### config.mk
export PLATFORM = sky130hd
export DESIGN_NAME = alu_pipe
export DESIGN_NICKNAME = d
export VERILOG_FILES = /design/src/rtl/alu_pipe_pkg.sv /design/src/rtl/alu_pipe_core.sv /design/src/rtl/alu_pipe.sv
export SDC_FILE = /design/constraint.sdc
export NUM_CORES = 1
export LEC_CHECK = 0
export ABC_AREA = 1
export CORE_MARGIN = 2
export CORE_UTILIZATION = 25
export DETAILED_ROUTE_END_ITERATION = 16
export PLACE_DENSITY = 0.46
export REMOVE_ABC_BUFFERS = 1
export SYNTH_ARGS = -nofsm -noshare
export SYNTH_HDL_FRONTEND = slang
export SYNTH_SLANG_ARGS = --single-unit
### constraint.sdc
create_clock -name Clk -period 4.48 [get_ports Clk]
set_input_delay 0.448 -clock Clk [delete_from_list [all_inputs] [get_ports Clk]]
set_output_delay 0.448 -clock Clk [all_outputs]
set_load 0.01 [all_outputs]
### src/rtl/alu_pipe_pkg.sv
// Shared opcode encoding and helpers for the alu_pipe datapath.
// Optional Carry output is enabled with the ALU_CARRY_FLAG_EN macro.
package alu_pipe_pkg;

  localparam int OP_W = 3;

  typedef enum logic [OP_W-1:0] {
    ERRFLG = 3'd0,
    SUB    = 3'd1,
    PAR    = 3'd2,
    ADD    = 3'd3,
    XOR    = 3'd4,
    LSOR   = 3'd5,
    SHR    = 3'd6,
    NOP    = 3'd7
  } alu_op_e;

  // Only the add/subtract paths produce a meaningful carry/borrow.
  function automatic logic op_has_carry(input alu_op_e op);
    return (op == ADD) || (op == SUB);
  endfunction

endpackage

### src/rtl/alu_pipe_core.sv
// Combinational ALU core: result plus Zero/Parity flags (and Carry when
// ALU_CARRY_FLAG_EN is defined). Sits between the S1 and S2 registers.
module alu_core
  import alu_pipe_pkg::*;
#(
  parameter int W = 8
) (
  input  logic [W-1:0] i_a,
  input  logic [W-1:0] i_b,
  input  alu_op_e      i_op,
`ifdef ALU_CARRY_FLAG_EN
  output logic         o_carry,
`endif
  output logic [W-1:0] o_res,
  output logic         o_zero,
  output logic         o_parity
);

  localparam int SH_W = $clog2(W);
`ifdef ALU_CARRY_FLAG_EN
  localparam int SUM_W = W + 1;
`else
  localparam int SUM_W = W;
`endif

  logic [SUM_W-1:0] w_sum;
  logic [W-1:0]     w_res;

  always_comb begin
    w_sum = '0;
    w_res = '0;
    case (i_op)
      ERRFLG: w_res = {^i_a[W-2:0], i_a[W-2:0]};
      SUB: begin
        w_sum = SUM_W'(i_a) - SUM_W'(i_b);
        w_res = w_sum[W-1:0];
      end
      PAR:    w_res = {{(W-1){1'b0}}, ^(i_a & i_b)};
      ADD: begin
        w_sum = SUM_W'(i_a) + SUM_W'(i_b);
        w_res = w_sum[W-1:0];
      end
      XOR:    w_res = {1'b0, i_a[W-2:0] ^ i_b[W-2:0]};
      // Bit W-2 of A falls off; the pad bit stays clear.
      LSOR:   w_res = {1'b0, {i_a[W-3:0], 1'b0} | i_b[W-2:0]};
      SHR:    w_res = i_a >> i_b[SH_W-1:0];
      default: w_res = '0;
    endcase
  end

  assign o_res    = w_res;
  assign o_zero   = ~|w_res;
  assign o_parity = ^w_res;
`ifdef ALU_CARRY_FLAG_EN
  assign o_carry  = op_has_carry(i_op) & w_sum[SUM_W-1];
`endif

endmodule

### src/rtl/alu_pipe.sv
// Two-stage valid/ready pipelined ALU with tag pass-through and a saturating
// retired-op counter. Define ALU_CARRY_FLAG_EN to add the Carry output.
module alu_pipe
  import alu_pipe_pkg::*;
#(
  parameter int W     = 8,
  parameter int TAG_W = 4,
  parameter int CNT_W = 16
) (
  input  logic             Clk,
  input  logic             Reset,
  input  logic             InValid,
  output logic             InReady,
  input  logic [W-1:0]     InputA,
  input  logic [W-1:0]     InputB,
  input  alu_op_e          OP,
  input  logic [TAG_W-1:0] InTag,
  output logic             OutValid,
  input  logic             OutReady,
  output logic [W-1:0]     Out,
  output logic             Zero,
  output logic             Parity,
  output logic [TAG_W-1:0] OutTag,
`ifdef ALU_CARRY_FLAG_EN
  output logic             Carry,
`endif
  output logic [CNT_W-1:0] RetiredCnt
);

  typedef struct packed {
    logic [W-1:0]     a;
    logic [W-1:0]     b;
    alu_op_e          op;
    logic [TAG_W-1:0] tag;
  } alu_req_t;

  logic             w_s1_load, w_s2_load, w_accept;
  alu_req_t         r_req_p1;
  logic             r_vld_p1;
  logic [W-1:0]     w_res;
  logic             w_zero, w_parity;
  logic             r_vld_p2;
  logic [W-1:0]     r_out_p2;
  logic             r_zero_p2, r_parity_p2;
  logic [TAG_W-1:0] r_tag_p2;
  logic [CNT_W-1:0] r_cnt;
`ifdef ALU_CARRY_FLAG_EN
  logic             w_carry, r_carry_p2;
`endif

  assign w_s2_load = !r_vld_p2 || OutReady;
  assign w_s1_load = !r_vld_p1 || w_s2_load;
  assign w_accept  = InValid && w_s1_load;
  assign InReady   = w_s1_load;

  // Stage 1: capture the accepted request
  always_ff @(posedge Clk) begin
    if (Reset) begin
      r_vld_p1 <= 1'b0;
    end else if (w_s1_load) begin
      r_vld_p1 <= InValid;
    end
  end

  always_ff @(posedge Clk) begin
    if (w_accept) begin
      r_req_p1 <= '{a: InputA, b: InputB, op: OP, tag: InTag};
    end
  end

  alu_core #(.W(W)) u_core (
    .i_a      (r_req_p1.a),
    .i_b      (r_req_p1.b),
    .i_op     (r_req_p1.op),
`ifdef ALU_CARRY_FLAG_EN
    .o_carry  (w_carry),
`endif
    .o_res    (w_res),
    .o_zero   (w_zero),
    .o_parity (w_parity)
  );

  // Stage 2: registered result, flags and tag
  always_ff @(posedge Clk) begin
    if (Reset) begin
      r_vld_p2    <= 1'b0;
      r_out_p2    <= '0;
      r_zero_p2   <= 1'b0;
      r_parity_p2 <= 1'b0;
      r_tag_p2    <= '0;
`ifdef ALU_CARRY_FLAG_EN
      r_carry_p2  <= 1'b0;
`endif
    end else if (w_s2_load) begin
      r_vld_p2 <= r_vld_p1;
      if (r_vld_p1) begin
        r_out_p2    <= w_res;
        r_zero_p2   <= w_zero;
        r_parity_p2 <= w_parity;
        r_tag_p2    <= r_req_p1.tag;
`ifdef ALU_CARRY_FLAG_EN
        r_carry_p2  <= w_carry;
`endif
      end
    end
  end

  always_ff @(posedge Clk) begin
    if (Reset) begin
      r_cnt <= '0;
    end else if (r_vld_p2 && OutReady && (r_cnt != {CNT_W{1'b1}})) begin
      r_cnt <= r_cnt + 1'b1;
    end
  end

  assign OutValid   = r_vld_p2;
  assign Out        = r_out_p2;
  assign Zero       = r_zero_p2;
  assign Parity     = r_parity_p2;
  assign OutTag     = r_tag_p2;
  assign RetiredCnt = r_cnt;
`ifdef ALU_CARRY_FLAG_EN
  assign Carry      = r_carry_p2;
`endif

endmodule

; ---- Word-level counts from Yosys, hierarchy flattened
; Cells that the tools add are included.
[word_totals]
register_bits = 55
rom_bits = 0
ram_bits = 0
n_memories = 0
latch_bits = 0
word_cells = 40
out_inout_bits = 32
[classes]
add_sub_neg = 3
n_shift = 1
n_reduce_logical = 14
div = 0
order_cmp = 0
bitwise = 3
eq_ne = 7
n_mux = 1
multipliers = 0
[ops]
columns = op, n
row1 = $pmux 8 s7, 1
row2 = $add 16x1->16 const B, 1
row3 = $ne 16x16->1 const B, 1
row4 = $reduce_xor 8->1, 2
row5 = $eq 3x3->1 const B, 3
row6 = $add 8x8->8, 1
row7 = $and 8x8->8, 1
row8 = $reduce_or 8->1, 1
row9 = $shr 8x3->8, 1
row10 = $sub 8x8->8, 1
row11 = $or 7x7->7, 1
row12 = $reduce_xor 7->1, 1
row13 = $xor 7x7->7, 1
row14 = $eq 3x2->1 const B, 2
row15 = $eq 3x1->1 const B, 1
row16 = $logic_and 1x1->1, 3
row17 = $logic_not 1->1, 3
row18 = $logic_not 3->1, 1
row19 = $logic_or 1x1->1, 2
row20 = $reduce_and 2->1, 1

; ---- Longest topological paths before layout
[depth]
depth_word = 5
depth_mapped = 22

; ---- Modules after synthesis
; From an unflattened synthesis, not the netlist that was laid out.
[hier_totals]
hier_cells = 516
area_unflattened_um2 = 3713.6
[by_module_without_submodules]
columns = module, n_inst, seq_area_each_um2, area_per_inst_um2, cells_per_inst
row1 = alu_pipe, 1, 1331.3, 2238.4, 241
row2 = alu_core, 1, 0.0, 1475.2, 275

; ---- Worst setup path after synthesis
; OpenSTA, ideal clock, no wires.
[synth_path]
kind = register to register
start = register r_req_p1[7] in the netlist's numbering
end = register r_parity_p2 (netlist: Parity)
period_less_slack_ns = 3.155
t_arrival_ns = 3.040
stages_incl_launch_ff = 22
setup_ns = 0.115
setup_slack_ns = 1.325
cell_sequence = edfxtp_1 buf_4 inv_1 ha_1 inv_1 nor3_1 inv_1 o31ai_1 xor2_1 ha_1 nand2_1 inv_1 nand2_1 nand2_1 a21oi_1 nand3_1 a31oi_1 ha_1 xnor2_1 xnor2_1 o21ai_0 inv_1
[synth_via]
elab_chain_len = 4
[synth_lines]
columns = element, line
row1 = start: declaration, alu_pipe.sv:38  ; alu_req_t r_req_p1;
row2 = start signal: assignment, alu_pipe.sv:67  ; r_req_p1 <= '{a: InputA, b: InputB, op: OP, tag: InTag};
row3 = branches (longest 2 deep; another with $add 8x8->8), n/a
row4 = $pmux 8 s7 *, alu_pipe_core.sv:32  ; case (i_op)
row5 = $reduce_xor 8->1 *, alu_pipe_core.sv:53  ; assign o_parity = ^w_res;
row6 = end signal: assignment, alu_pipe.sv:99  ; r_parity_p2 <= w_parity;
row7 = end: declaration, alu_pipe.sv:44  ; logic r_zero_p2, r_parity_p2;
; Every way passes the cells marked *.
; A chain may end at the register's enable or synchronous reset.

; ---- Worst setup path in the final report
[layout_path]
start = register r_req_p1[8] in the netlist's numbering
end = register r_parity_p2 (netlist: Parity)
; Same word-level chain as after synthesis.

==> results.json <==
{
  "criticalPathCategory": "flip-flop to flip-flop",
  "cp.required_ps": 4680,
  "coreArea_sq_mm": 0.01399,
  "post_cts_buffers": 0,
  "path_buf_inv": 5,
  "dieArea_sq_mm": 0.01538,
  "regArea_sq_mm": 0.001331,
  "finalHoldViolCount": 0,
  "rows": 43,
  "cts_buffers": 5,
  "ys_warn_count": 0,
  "synth_area_sq_mm": 0.003602,
  "cap_violations": 0,
  "crit_chain": "inv_1, ha_1, inv_1, nor3_1, inv_1, o31ai_1, xor2_1, ha_1, nand2_1, inv_1, nand2_1, nand2_1, a21oi_1, nand3_1, a31oi_1, ha_1, xnor2_1, xnor2_1, o21ai_0, inv_1",
  "cp_slowest_cell": "edfxtp_1",
  "grt-ovfl-total": 0,
  "grt_pass1_vias": 3048,
  "gp_congestion": 0.8671,
  "ios": 59,
  "switching_share_pct": 29.76,
  "reg2regPathDepth": 20,
  "clock_latency_ps": 310,
  "cp_top_family": "compound AO/OA/AOI/OAI gates",
  "final_area_sq_mm": 0.004512,
  "max_slew.worst_pin.slew_ps": 875.1,
  "clock.fmax_mhz": 292.6,
  "yosysTopAreaCellShare_pct": 19.17,
  "cp-end-kind": "flip-flop",
  "yosysTopAreaCell": "edfxtp_1",
  "avgSynthCellArea_sq_um": 7.263,
  "grt_usage_pct": 12.98,
  "vdd_drop_max_mv": 0.1213,
  "power_frac_seq_pct": 45.5,
  "crit_fanout": 13,
  "vias": 3282,
  "hold_buffers": 0,
  "clockBufferDepth": 2,
  "rsz0062_at_grt": "no",
  "p_int_uw": 886.0,
  "status": "completed",
  "syn_inst": 496,
  "critPathLaunchType": "flip-flop",
  "yosysMostFrequentCell": "nand2_1",
  "clkPwrFrac_pct": 32.1,
  "initial_core_util_pct": 25.75,
  "cts_tree": "done",
  "chipHeight_um": 124.0,
  "finalClockSkew_ps": 12.72,
  "diodes": 0,
  "cts_resized": 0,
  "async_flop_share_pct": 0,
  "p_switching_uw": 375.3,
  "postPlaceCellArea_sq_mm": 0.004362,
  "synth.distinct_cells": 43,
  "fin_nets": 601,
  "fillers": 1561,
  "drive_gt1_share_pct": 6.318,
  "cpPeakStageDelay_ps": 560,
  "critPathLaunch": "r_req_p1[8]",
  "synth_seq_area_share_pct": 36.96,
  "numClockSinks": 55,
  "powerDensity_mw_per_mm2": 279.5,
  "critPathMostFrequentCell": "inv_1",
  "cts-htree-levels": 2,
  "hold_path_class": "flip-flop to flip-flop",
  "cts-root-buf": "clkbuf_16",
  "synth_flop_cell": "dfxtp_1",
  "viasPerCell": 4.471,
  "min_delay_path_depth": 2,
  "routed_wl_um": 9338,
  "post-route-period-util_pct": 76.29,
  "power.leakage_uw": 0.001959,
  "area_growth_pct": 25.25,
  "cp.depth": 20,
  "synth_area_leaders": "edfxtp_1, dfxtp_1, nand2_1",
  "post_drt_wl_per_cell_um": 12.72,
  "drc": 0,
  "dieWidth_um": 124.0,
  "multi_input_area_sq_mm": 0.001939,
  "grt_max_degree": 24,
  "total_power_uw": 1261,
  "synth-seq-cells": 55,
  "ant_nets": 0,
  "setup_viol": 0,
  "antenna_found_initial": 0,
  "setup_tns_ps": 0,
  "worstHoldStart": "r_req_p1[0]",
  "drt-pass1-iter-count": 4,
  "min_period_ps": 3418,
  "synth-edff-count": 23,
  "drt_iter0_drc": 202,
  "slew_violations": 0,
  "io_buffer_count": 58,
  "dp_hpwl_um": 7619,
  "worstReg2RegStart": "r_req_p1[8]",
  "path_clk_slew_ps": 80,
  "synth_top_cells_by_count": "nand2_1, inv_1, nor2_1",
  "p_comb_share_pct": 22.4,
  "relSlewSlack_pct": 41.60,
  "grt_pass1_wl_um": 15310,
  "crit_arrival_ps": 3620
}
[area by class of cell]
cell class,instances,area share (%)
Clock buffer,5,2.773
Clock inverter,3,0.5546
Inverter,74,6.156
Multi-Input combinational cell,358,42.98
Sequential cell,55,29.51
Tap cell,180,4.992
Timing Repair Buffer,59,13.03
[worst min-delay path: stages (launching register included)]
cell      delay, ps
edfxtp_1        320
o21ai_0          70
nor2_1           80
[power groups by stage]
stage          logic [uW]  registers, uW  clock network [uW]
2_1_floorplan         184            583                   0
3_3_place_gp          283            585                   0
3_5_place_dp          286            586                   0
4_1_cts               287            575                 424
5_1_grt               325            579                 446
6_report              283            574                 405
[final timing paths]
path                            slack [ps]         to
worst max-delay path                  1060     Parity
worst max register to register        1060     Parity
worst min-delay path                   480  OutTag[0]
worst min register to register         480  OutTag[0]
[state kept, by name, summed over array words and instances, names as in the netlist]
name / count
Out: 8
r_vld_p1: 1
r_req_p1: 23
RetiredCnt: 16
Zero: 1
OutValid: 1
OutTag: 4
Parity: 1
[kinds of logic (layout without fill, tap and decap cells)]
| logic type | count (synthesis) | after routing | share of synthesized area (%) |
|---|---|---|---|
| AO/OA/AOI/OAI | 75 | 75 | 11.25 |
| XOR/XNOR | 19 | 19 | 4.620 |
| adder cells (fa/ha/maj) | 21 | 21 | 7.503 |
| flip-flops | 55 | 55 | 36.96 |
| multiplexers | 1 | 1 | 0.2779 |
| AND/OR/NAND/NOR | 242 | 242 | 30.18 |
| buffers and inverters | 83 | 141 | 9.204 |
[metal layers]
layer	GRT usage [%]	share of wire [%]
met1	16.91	47
met2	21.39	46
met3	3.617	5.0
met4	2.949	1.1
met5	0	0
[placed cells by master (no fill, tap or decap), types with 2 or more instances in the layout]
master	n
clkbuf_16	5
or2_2	2
nor3_2	3
clkdlybuf4s50_1	58
o211ai_1	2
o21bai_1	2
inv_1	64
edfxtp_1	23
a31oi_1	3
nor3_1	9
clkinv_4	2
nand2_1	118
nor2_1	55
dfxtp_1	32
o21ai_1	14
a21oi_1	23
nand3b_1	2
o21ai_0	26
ha_1	20
xor2_1	10
nand3_1	33
inv_2	9
nand2_2	5
nand4_1	6
xnor2_1	9
and3_1	2
[stage by stage]
step | hold WS (ps) | setup slack (ps) | utilization (%) | cells
global placement | 484.6 | 1105 | 31.18 | 726
CTS | 490.2 | 1034 | 32.25 | 734
detailed placement | 487.5 | 1045 | 31.18 | 726
global route | 538.1 | 594.3 | 32.25 | 734
finish | 484.9 | 1062 | 32.25 | 734
floorplan | 469.4 | 1356 | - | 487
Note: power is estimated with default switching activity, not from simulation.
